$ cat src/rtl/mag_square_stage_pkg.sv
// Shared constants for the magnitude-squared and square-root stages.
package mag_square_stage_pkg;

  localparam int unsigned IN_WIDTH_DEF  = 16;
  localparam int unsigned OUT_WIDTH_DEF = 32;
  localparam int unsigned FRAME_LEN_DEF = 1024;
  localparam int unsigned IDX_W_DEF     = 10;

  // Largest radicand representable at the default output width.
  localparam logic [OUT_WIDTH_DEF-1:0] RAD_SAT_MAX = '1;

endpackage

$ cat src/rtl/mag_square_stage.sv
// Two-stage re^2 + im^2 pipeline with per-frame bin index tracking and a
// sticky frame-length error flag.
module mag_square_stage
  import mag_square_stage_pkg::*;
#(
  parameter int unsigned IN_WIDTH  = IN_WIDTH_DEF,
  parameter int unsigned OUT_WIDTH = OUT_WIDTH_DEF,
  parameter int unsigned FRAME_LEN = FRAME_LEN_DEF,
  parameter int unsigned IDX_W     = IDX_W_DEF
) (
  input  logic                 clk,
  input  logic                 rstn,
  input  logic                 in_valid,
  output logic                 in_ready,
  input  logic [IN_WIDTH-1:0]  in_re,
  input  logic [IN_WIDTH-1:0]  in_im,
  input  logic                 in_last,
  output logic                 out_valid,
  input  logic                 out_ready,
  output logic [OUT_WIDTH-1:0] out_radicand,
  output logic [IDX_W-1:0]     out_index,
  output logic                 out_last,
  output logic                 frame_err
);

  localparam int unsigned PW = 2 * IN_WIDTH;
  localparam int unsigned SW = PW + 1;
  localparam int unsigned CW = (SW > OUT_WIDTH) ? SW : OUT_WIDTH;
  localparam logic [OUT_WIDTH-1:0] SAT_MAX  = '1;
  localparam logic [IDX_W-1:0]     LAST_IDX = IDX_W'(FRAME_LEN - 1);

  logic                 en;
  logic                 in_xfer;
  logic signed [PW-1:0] re_x;
  logic signed [PW-1:0] im_x;
  logic [PW-1:0]        re_sq_d;
  logic [PW-1:0]        im_sq_d;
  logic [SW-1:0]        sum;
  logic [CW-1:0]        sum_c;
  logic [OUT_WIDTH-1:0] rad_d;
  logic [IDX_W-1:0]     cnt_d;
  logic                 err_d;

  logic                 s1_valid_q;
  logic                 s1_last_q;
  logic [PW-1:0]        re_sq_q;
  logic [PW-1:0]        im_sq_q;
  logic [IDX_W-1:0]     s1_idx_q;
  logic                 out_valid_q;
  logic                 out_last_q;
  logic [OUT_WIDTH-1:0] rad_q;
  logic [IDX_W-1:0]     out_idx_q;
  logic [IDX_W-1:0]     cnt_q;
  logic                 frame_err_q;

  assign en       = out_ready | ~out_valid_q;
  assign in_ready = en;
  assign in_xfer  = in_valid & en;

  always_comb begin
    re_x    = {{IN_WIDTH{in_re[IN_WIDTH-1]}}, in_re};
    im_x    = {{IN_WIDTH{in_im[IN_WIDTH-1]}}, in_im};
    re_sq_d = re_x * re_x;
    im_sq_d = im_x * im_x;
  end

  // Widen to whichever is larger so the saturation compare works for any OUT_WIDTH.
  always_comb begin
    sum   = {1'b0, re_sq_q} + {1'b0, im_sq_q};
    sum_c = CW'(sum);
    rad_d = (sum_c > CW'(SAT_MAX)) ? SAT_MAX : sum_c[OUT_WIDTH-1:0];
  end

  always_comb begin
    cnt_d = cnt_q;
    err_d = frame_err_q;
    if (in_xfer) begin
      if (in_last) begin
        cnt_d = '0;
        if (cnt_q != LAST_IDX) err_d = 1'b1;
      end else if (cnt_q == LAST_IDX) begin
        cnt_d = '0;
        err_d = 1'b1;
      end else begin
        cnt_d = cnt_q + IDX_W'(1);
      end
    end
  end

  always_ff @(posedge clk) begin
    if (!rstn) begin
      s1_valid_q  <= 1'b0;
      s1_last_q   <= 1'b0;
      re_sq_q     <= '0;
      im_sq_q     <= '0;
      s1_idx_q    <= '0;
      out_valid_q <= 1'b0;
      out_last_q  <= 1'b0;
      rad_q       <= '0;
      out_idx_q   <= '0;
      cnt_q       <= '0;
      frame_err_q <= 1'b0;
    end else begin
      cnt_q       <= cnt_d;
      frame_err_q <= err_d;
      if (en) begin
        s1_valid_q  <= in_valid;
        s1_last_q   <= in_last;
        re_sq_q     <= re_sq_d;
        im_sq_q     <= im_sq_d;
        s1_idx_q    <= cnt_q;
        out_valid_q <= s1_valid_q;
        out_last_q  <= s1_last_q;
        rad_q       <= rad_d;
        out_idx_q   <= s1_idx_q;
      end
    end
  end

  assign out_valid    = out_valid_q;
  assign out_radicand = rad_q;
  assign out_index    = out_idx_q;
  assign out_last     = out_last_q;
  assign frame_err    = frame_err_q;

endmodule

$ cat config.mk
export PLATFORM = sky130hd
export DESIGN_NAME = mag_square_stage
export DESIGN_NICKNAME = d
export VERILOG_FILES = /design/src/rtl/mag_square_stage_pkg.sv /design/src/rtl/mag_square_stage.sv
export SDC_FILE = /design/constraint.sdc
export NUM_CORES = 1
export LEC_CHECK = 0
export BUFFER_PORTS_ARGS = -buffer_cell sky130_fd_sc_hd__buf_4
export CORE_MARGIN = 4
export CORE_UTILIZATION = 40
export CTS_CLUSTER_DIAMETER = 80
export DETAILED_ROUTE_END_ITERATION = 8
export PLACE_DENSITY_LB_ADDON = 0.05
export SKIP_LAST_GASP = 1
export SYNTH_ARGS = -nofsm -noshare
export SYNTH_HDL_FRONTEND = slang
export SYNTH_SLANG_ARGS = --single-unit
$ cat constraint.sdc
create_clock -name clk -period 16.9 [get_ports clk]
set_input_delay 1.69 -clock clk [delete_from_list [all_inputs] [get_ports clk]]
set_output_delay 1.69 -clock clk [all_outputs]
set_load 0.01 [all_outputs]
* Yosys cells after proc, flatten, opt, wreduce, memory -nomap -nowiden
Index checks and enable logic that the tools add are counted.
** Cells by class
- Add/sub/neg operators :: 2
- $mul :: 2
- Order comparisons :: 1
- Equality and inequality tests :: 3
- Multiplexer cells :: 6
- Bitwise gates (word level) :: 3
- Reductions and logical operators :: 2
** Operators by type and width (count)
- multiplier 16 x 16 -> 32 bit :: 2
- adder 32 x 32 -> 33 bit :: 1
- greater-than comparator 33 x 32 -> 1 bit, second input constant :: 1
- 2-to-1 mux 32 bit :: 1
- 2-to-1 mux 10 bit :: 2
- adder 10 x 1 -> 10 bit, second input constant :: 1
- == test 10 bit, second input constant :: 1
- inequality test 10 bit, second input constant :: 1
- 2-to-1 mux 1 bit :: 3
- AND reduction 3 bit :: 1
- inequality test 2 x 1 -> 1 bit, second input constant :: 1
- nonzero test 2 bit :: 1
- bitwise AND 1 bit :: 1
- NOT 1 bit :: 1
- bitwise OR 1 bit :: 1
** Word-level totals
- Register bits :: 131
- Word-level logic and storage cells :: 30

* Logic depth before layout (Yosys ltp)
Gate-level depths: netlist of the first run.
- Depth after elaboration :: 4
- Depth in mapped cells :: 25
- Gate-level depth less buffers :: 24

* Worst setup path after synthesis of the first run
OpenSTA, ideal clock, no wires.
- Kind :: input-to-reg
- Start point :: in in_re[4]
- End point :: reg re_sq_q[24]
- Setup time :: 0.086 ns
- Arrival time :: 7.443 ns
- Setup slack :: 9.371 ns
- Cell stages on the path :: 24
- Path buffers :: 3
- Cell sequence :: clkbuf_1 clkbuf_1 nand2_1 inv_1 fa_1 inv_1 fa_1 fa_1 inv_1 fa_1 fa_1 inv_1 fa_1 inv_1 ha_1 clkbuf_1 a21o_1 a2111oi_2 o21ai_1 a2111oi_2 nor2_1 a31oi_1 xor2_1 a211oi_1
** On the way
- Longest elaborated chain between the ends :: 1
** Ends and longest elaborated chain
- start: declaration :: line mag_square_stage.sv:15 : input logic [IN_WIDTH-1:0] in_re,
- multiplier 16 x 16 -> 32 bit :: line mag_square_stage.sv:63 : re_sq_d = re_x * re_x;
- end signal: assignment :: line mag_square_stage.sv:109 : re_sq_q <= re_sq_d;
- end: declaration :: line mag_square_stage.sv:46 : logic [PW-1:0] re_sq_q;
Every way passes these cells.
A chain may end at the register's enable or synchronous reset.

* Worst setup path after layout of the first run
- Start point :: in in_im[15]
- End point :: reg im_sq_q[31]
** On the way
- Longest elaborated chain between the ends :: 1
** Ends and longest elaborated chain
- start: declaration :: line mag_square_stage.sv:16 : input logic [IN_WIDTH-1:0] in_im,
- multiplier 16 x 16 -> 32 bit :: line mag_square_stage.sv:64 : im_sq_d = im_x * im_x;
- end signal: assignment :: line mag_square_stage.sv:110 : im_sq_q <= im_sq_d;
- end: declaration :: line mag_square_stage.sv:47 : logic [PW-1:0] im_sq_q;
Every way passes these cells.

==> results of run 1 <==
final cells by class:
type / count / area [µm²] / share of cell area
clock buffer: 18 / 429.2 / 0.01693
clock inverter: 13 / 176.4 / 0.006960
inverter: 645 / 2422 / 0.09556
multi-input combinational: 1774 / 18130 / 0.7151
sequential: 129 / 2582 / 0.1019
tap: 765 / 957.2 / 0.03776
timing repair buffer: 87 / 653.1 / 0.02577
cells by family (layout without fill, tap and decap cells):
logic type | after synthesis | in the layout
buffers and inverters | 734 | 763
AOI/OAI and AO/OA | 372 | 372
muxes | 3 | 3
adders and majority gates | 680 | 680
DFF | 129 | 129
and+or+nand+nor | 606 | 606
xor gates and xnor gates | 113 | 113
metal layers:
| metal | share of wire | vias to the layer above |
|---|---|---|
| met5 | 0 | - |
| met4 | 0.0099 | 0 |
| met3 | 0.028 | 35 |
| met2 | 0.48 | 235 |
| met1 | 0.48 | 8378 |
| li1 | - | 8095 |
metrics by stage:
step	hold slack, ns	instance area, µm²	setup WS [ns]	utilization
2_1_floorplan	0.4321	23480	9.371	-
3_3_place_gp	0.4391	24740	8.757	0.4272
3_5_place_dp	0.4439	24740	8.620	0.4272
4_1_cts	0.4534	25350	9.062	0.4377
5_1_grt	0.4659	25350	8.670	0.4377
6_report	0.4510	25350	9.052	0.4377
cells in the mapped netlist, types with 6 or more instances:
cell,count,share of area
xor2_1,46,0.017
a31o_2,10,0.0037
fa_1,467,0.40
or3_1,7,0.0019
a21o_1,37,0.012
nand4_1,10,0.0027
ha_1,213,0.11
nand2b_1,11,0.0029
nand2_1,294,0.047
o21a_1,14,0.0045
nor2b_1,7,0.0019
xnor2_1,67,0.025
o21ai_0,63,0.013
dfxtp_1,129,0.11
o21bai_1,10,0.0032
and2_1,87,0.023
o211ai_1,8,0.0026
o21ai_1,6,0.0013
and3_1,7,0.0019
a211oi_1,20,0.0064
o31ai_1,8,0.0026
nor2_1,118,0.019
or2_2,9,0.0024
nor3_1,16,0.0034
clkbuf_1,83,0.013
inv_1,645,0.10
a31oi_1,13,0.0035
a21oi_1,143,0.030
nand3_1,27,0.0058
worst paths after layout:
check / start / end / slack [ns]
max: in_im[15] / im_sq_q[31] / 9.05
max reg2reg: re_sq_q[3] / out_radicand[26] / 13.65
min reg2reg: s1_idx_q[5] / s1_idx_q[5] / 0.45
min: s1_idx_q[5] / s1_idx_q[5] / 0.45
cells in the final DEF (no fill, tap or decap), types with 8 or more instances in the layout:
| cell | instances |
|---|---|
| clkbuf_16 | 17 |
| nor3_1 | 16 |
| or2_2 | 9 |
| buf_4 | 87 |
| o21ai_0 | 63 |
| a31o_2 | 10 |
| dfxtp_1 | 129 |
| nand3_1 | 27 |
| nand4_1 | 10 |
| nand2_1 | 294 |
| ha_1 | 213 |
| a211oi_1 | 20 |
| inv_1 | 643 |
| and2_1 | 87 |
| o211ai_1 | 8 |
| a31oi_1 | 13 |
| o21bai_1 | 10 |
| xor2_1 | 46 |
| fa_1 | 467 |
| nor2_1 | 118 |
| o31ai_1 | 8 |
| o21a_1 | 14 |
| xnor2_1 | 67 |
| a21o_1 | 37 |
| nand2b_1 | 11 |
| a21oi_1 | 143 |
registers in the layout, indices dropped and copies added (netlist names):
register / count
out_valid: 1
frame_err: 1
s1_idx_q: 10
re_sq_q: 31
out_radicand: 32
cnt_q: 10
s1_valid_q: 1
s1_last_q: 1
im_sq_q: 31
out_index: 10
out_last: 1
worst max-delay path: cells and delay by family:
kind | cells | cell delay, ns
adder cells (fa/ha/maj) | 7 | 3.59
AO/OA/AOI/OAI | 8 | 1.89
buffers and inverters | 4 | 0.72
AND/OR/NAND/NOR | 2 | 0.27
==> run_results.csv, run 1 <==
group,metric,value,unit
timing,max_freq,0.1274,GHz
place,io_buffers,82,
logic_synthesis,netlist_area,23480,µm²
logic_synthesis,syn_nets,3354,
logic_synthesis,synth_edf_count,0,
global_route,grt_max_degree,71,
worst_setup_path,crit_fanout,16,
flow_run,cap_violations,0,
worst_setup_path,worstPathCellList,"buf_4 -> inv_1 -> nor2_1 -> fa_1 -> fa_1 -> fa_1 -> fa_1 -> fa_1 -> inv_1 -> fa_1 -> inv_1 -> ha_1 -> a2111oi_0 -> nor3_1 -> a21oi_1 -> a22oi_1 -> a31oi_1 -> o31ai_2 -> a21oi_1 -> o21ai_0 -> a2111oi_1",
route,vias,16740,
logic_synthesis,async_flop_share,0,
clocking,numCtsBuffers,17,
timing,tightest_slew,0.7901,ns
logic_synthesis,synth.distinct_cells,66,
clocking,clock_latency,0.42,ns
logic_synthesis,synth-main-ff-cell,"dfxtp_1",
cells_and_area,syn2layout_area_growth,7.973,%
floorplan,dieArea,62630,µm²
floorplan,rows,88,
clocking,cts_tree,"yes",
logic_synthesis,synth-simple-area-share,0.1161,
worst_setup_path,worstPathArrival,8.16,ns
timing,final.min_clock_period,7.848,ns
cells_and_area,drive_above_1_share,0.05701,
global_route,grt_pass1_vias,18100,
logic_synthesis,syn_inst,2637,
worst_hold_path,whs_path_depth,2,
clocking,ctsHtreeMaxLevel,4,
timing,period_share,0.4644,
place,hpwl,46.52,mm
timing,slew_headroom,0.4733,
floorplan,die_w,250.3,µm
floorplan,start_util,0.4054,
global_route,top_usage_layer,"met2",
cells_and_area,num_antenna_cells,0,
place,dp.cells,3400,
cells_and_area,final_nets,3371,
route,wl,55.98,mm
cells_and_area,n_fill_cell,5857,
logic_synthesis,synth_top_family_by_area,"adder cells",
worst_setup_path,worst_setup_path_start_kind,"primary input",
route,drc,0,
logic_synthesis,synthAdderAreaFrac,0.5118,
clocking,clock_sinks,129,
worst_setup_path,ff2ff_path_depth,10,
route,ant_nets,0,
logic_synthesis,synth_xor_area_frac,0.04216,
worst_setup_path,cp_slowest_cell,"fa_1",
worst_setup_path,worstPathRequired,17.21,ns
timing,report.final.hold_viol_count,0,
logic_synthesis,ys_ff_latch,129,
status,status,"complete, no violations",
route,drt-initial-drc-count,730,
logic_synthesis,synth_compound_area_frac,0.1005,
clocking,root_buffer,"clkbuf_16",
global_route,overflow,0,
worst_setup_path,crit_type,"in2reg",
floorplan,die_h,250.3,µm
global_route,grt_pass1_wl,94.96,mm
clocking,clockBufferDepth,2,
route,dr.pass1.iters,5,
logic_synthesis,yosys_warnings,0,
worst_setup_path,slowest_delay,0.76,ns
route,via_per_inst,4.880,
timing,skew,0.01129,ns
global_route,grtUsageTotal,0.1856,
logic_synthesis,ys_seq_area_frac,0.1100,
clocking,cts.clk_slew.worst_paths,0.07,ns
global_route,antenna_found_initial,0,
logic_synthesis,syn_area_per_cell,8.903,µm²
floorplan,core,57920,µm²
place,gp_congestion,0.8410,
route,routedWlPerCell,16.32,µm
clocking,holdBufCountCts,0,
cells_and_area,final_cell_count_no_fill,3431,
global_route,use_met2,0.3148,
worst_setup_path,end_kind,"register",
global_route,grtUsageMet1,0.2679,
worst_setup_path,cpMostUsedCell,"fa_1",
worst_hold_path,hp-class,"reg2reg",
logic_synthesis,synth_mux_area_frac,0.001279,
global_route,use_met3,0.01547,
floorplan,io_pins,83,
timing,slew_violations,0,
clocking,cts_setup_buffers,0,
timing,setup_tns,0,ns
timing,rsz0062_at_grt,"no",
timing,finalSetupViolCount,0,
clocking,cts-resized-gates,0,
Power of run 1 is left out: the tool's default activity adds up to more than one toggle a clock period on the data nets, which glitch-free logic cannot reach.
==> run 2, diff against run 1 <==
==> constraint.sdc (replaced) <==
create_clock -name clk -period 8.2 [get_ports clk]
set_input_delay 0.82 -clock clk [delete_from_list [all_inputs] [get_ports clk]]
set_output_delay 0.82 -clock clk [all_outputs]
set_load 0.01 [all_outputs]
==> run_results.csv, run 2 (synthesis results as in run 1) <==
group,metric,value,unit
timing,tightest_slew,0.7895,ns
global_route,overflow,0,
worst_setup_path,cp-startpoint,"in_im[3]",
status,status,"complete, no violations",
floorplan,io_pins,83,
worst_setup_path,path_delay_family,"adder cells",
clocking,holdBufCountCts,0,
timing,slew_headroom,0.4736,
clocking,clockBufferDepth,2,
worst_setup_path,cp_slowest_cell,"fa_1",
route,wl,56.04,mm
clocking,clock_sinks,129,
timing,period_share,0.8183,
place,gp_congestion,0.8213,
global_route,grt_pass1_wl,95.71,mm
cells_and_area,final_nets,3372,
global_route,grt_pass1_vias,18460,
timing,skew,0.02058,ns
place,dp.cells,3401,
cells_and_area,final_common_cell,"inv_1",
worst_setup_path,crit_type,"in2reg",
clocking,root_buffer,"clkbuf_16",
worst_setup_path,r2r_slack,4.69,ns
place,hpwl,46.61,mm
flow_run,cap_violations,0,
timing,rsz0062_at_grt,"no",
place,dpl-instance-area,24750,µm²
floorplan,rows,88,
cells_and_area,final_cell_mix,"inv_1, fa_1, nand2_1, ha_1, a21oi_1",
cells_and_area,stdcell_area,25350,µm²
place,io_buffers,82,
worst_setup_path,r2r_start,"out_valid",
worst_setup_path,crit_fanout,16,
worst_setup_path,worstPathArrival,7.01,ns
floorplan,die_h,250.3,µm
route,routedWlPerCell,16.32,µm
timing,setup_tns,0,ns
clocking,numCtsBuffers,17,
global_route,grtUsageTotal,0.1861,
clocking,cts.clk_slew.worst_paths,0.07,ns
timing,max_freq,0.1490,GHz
worst_setup_path,worst_setup_path_start_kind,"primary input",
floorplan,dieArea,62630,µm²
cells_and_area,final_cell_count_no_fill,3433,
worst_setup_path,critical_path_depth,21,
cells_and_area,n_fill_cell,5836,
route,via_per_inst,4.852,
route,drc,0,
worst_setup_path,cpMostUsedCell,"fa_1",
worst_setup_path,slowest_delay,0.71,ns
floorplan,start_util,0.4054,
cells_and_area,drive_above_1_share,0.05772,
global_route,grt_max_degree,71,
clocking,cts-resized-gates,0,
cells_and_area,syn2layout_area_growth,7.968,%
clocking,ctsHtreeMaxLevel,4,
floorplan,die_w,250.3,µm
clocking,cts_tree,"yes",
route,drt-initial-drc-count,813,
timing,hold_ws,0.4518,ns
timing,final.min_clock_period,6.710,ns
route,dr.pass1.iters,5,
worst_setup_path,worstPathCellList,"buf_4 -> inv_1 -> nor2_1 -> fa_1 -> fa_1 -> fa_1 -> fa_1 -> fa_1 -> inv_1 -> fa_1 -> inv_1 -> ha_1 -> a2111oi_0 -> o21ai_1 -> a21oi_1 -> a22oi_1 -> a31oi_1 -> o31ai_2 -> a21oi_1 -> o21ai_0 -> a2111oi_1",
worst_setup_path,worstPathRequired,8.50,ns
global_route,antenna_found_initial,0,
timing,slew_violations,0,
worst_setup_path,ff2ff_path_depth,9,
clocking,clock_latency,0.42,ns
clocking,cts_setup_buffers,0,
cells_and_area,largest_register_ffs,32,
worst_setup_path,path_buf_inv,4,
route,ant_nets,0,
worst_setup_path,end_kind,"register",
floorplan,core,57920,µm²
cells_and_area,num_antenna_cells,0,
timing,finalSetupViolCount,0,
worst_hold_path,hp-class,"reg2reg",
route,vias,16660,
timing,report.final.hold_viol_count,0,
worst_setup_path,r2r-end,"cnt_q[9]",
worst_setup_path,setup.worst_path.end,"im_sq_q[31]",
[run 2: tightest hold or removal path: stages (launching register included)]
cell	delay, ns
dfxtp_1	0.31
nand2_1	0.05
a21oi_1	0.05
[run 2: worst min-delay path by stage]
stage | start | to | slack [ns] | cells past startpoint
CTS | s1_idx_q[6] | s1_idx_q[6] | 0.45 | 2
detailed placement | s1_idx_q[6] | s1_idx_q[6] | 0.44 | 2
global route | out_index[2] | out_index[2] | 0.47 | 2
global placement | s1_last_q | s1_last_q | 0.44 | 2
floorplan | s1_last_q | s1_last_q | 0.43 | 2
finish | s1_idx_q[5] | s1_idx_q[5] | 0.45 | 2
[run 2: per-layer routing]
metal  vias to the layer above  wire, µm  track usage  part of all wire
li1                       8096         -            -                 -
met1                      8315     27090       0.2644              0.48
met3                        35      1249      0.01298             0.022
met5                         -         0            0                 0
met4                         0       603      0.02552             0.011
met2                       212     27090       0.3226              0.48
[run 2: cell type report]
class / instances / area (µm²) / area share
well taps: 765 / 957.2 / 0.03776
flip-flops and latches: 129 / 2582 / 0.1019
multi-input cells: 1774 / 18130 / 0.7152
clock inverters: 14 / 167.7 / 0.006615
clock buffers: 18 / 429.2 / 0.01693
repair buffers: 88 / 660.6 / 0.02606
inverters: 645 / 2422 / 0.09557
[run 2: metrics by stage]
step                      worst slack [ns]    util
after CTS                            1.487  0.4377
final                                1.490  0.4377
after detailed placement             1.061  0.4273
after floorplan                      1.541       -
after global routing                 1.013  0.4377
after global placement               1.160  0.4273
Power of run 2 is left out for the same reason.
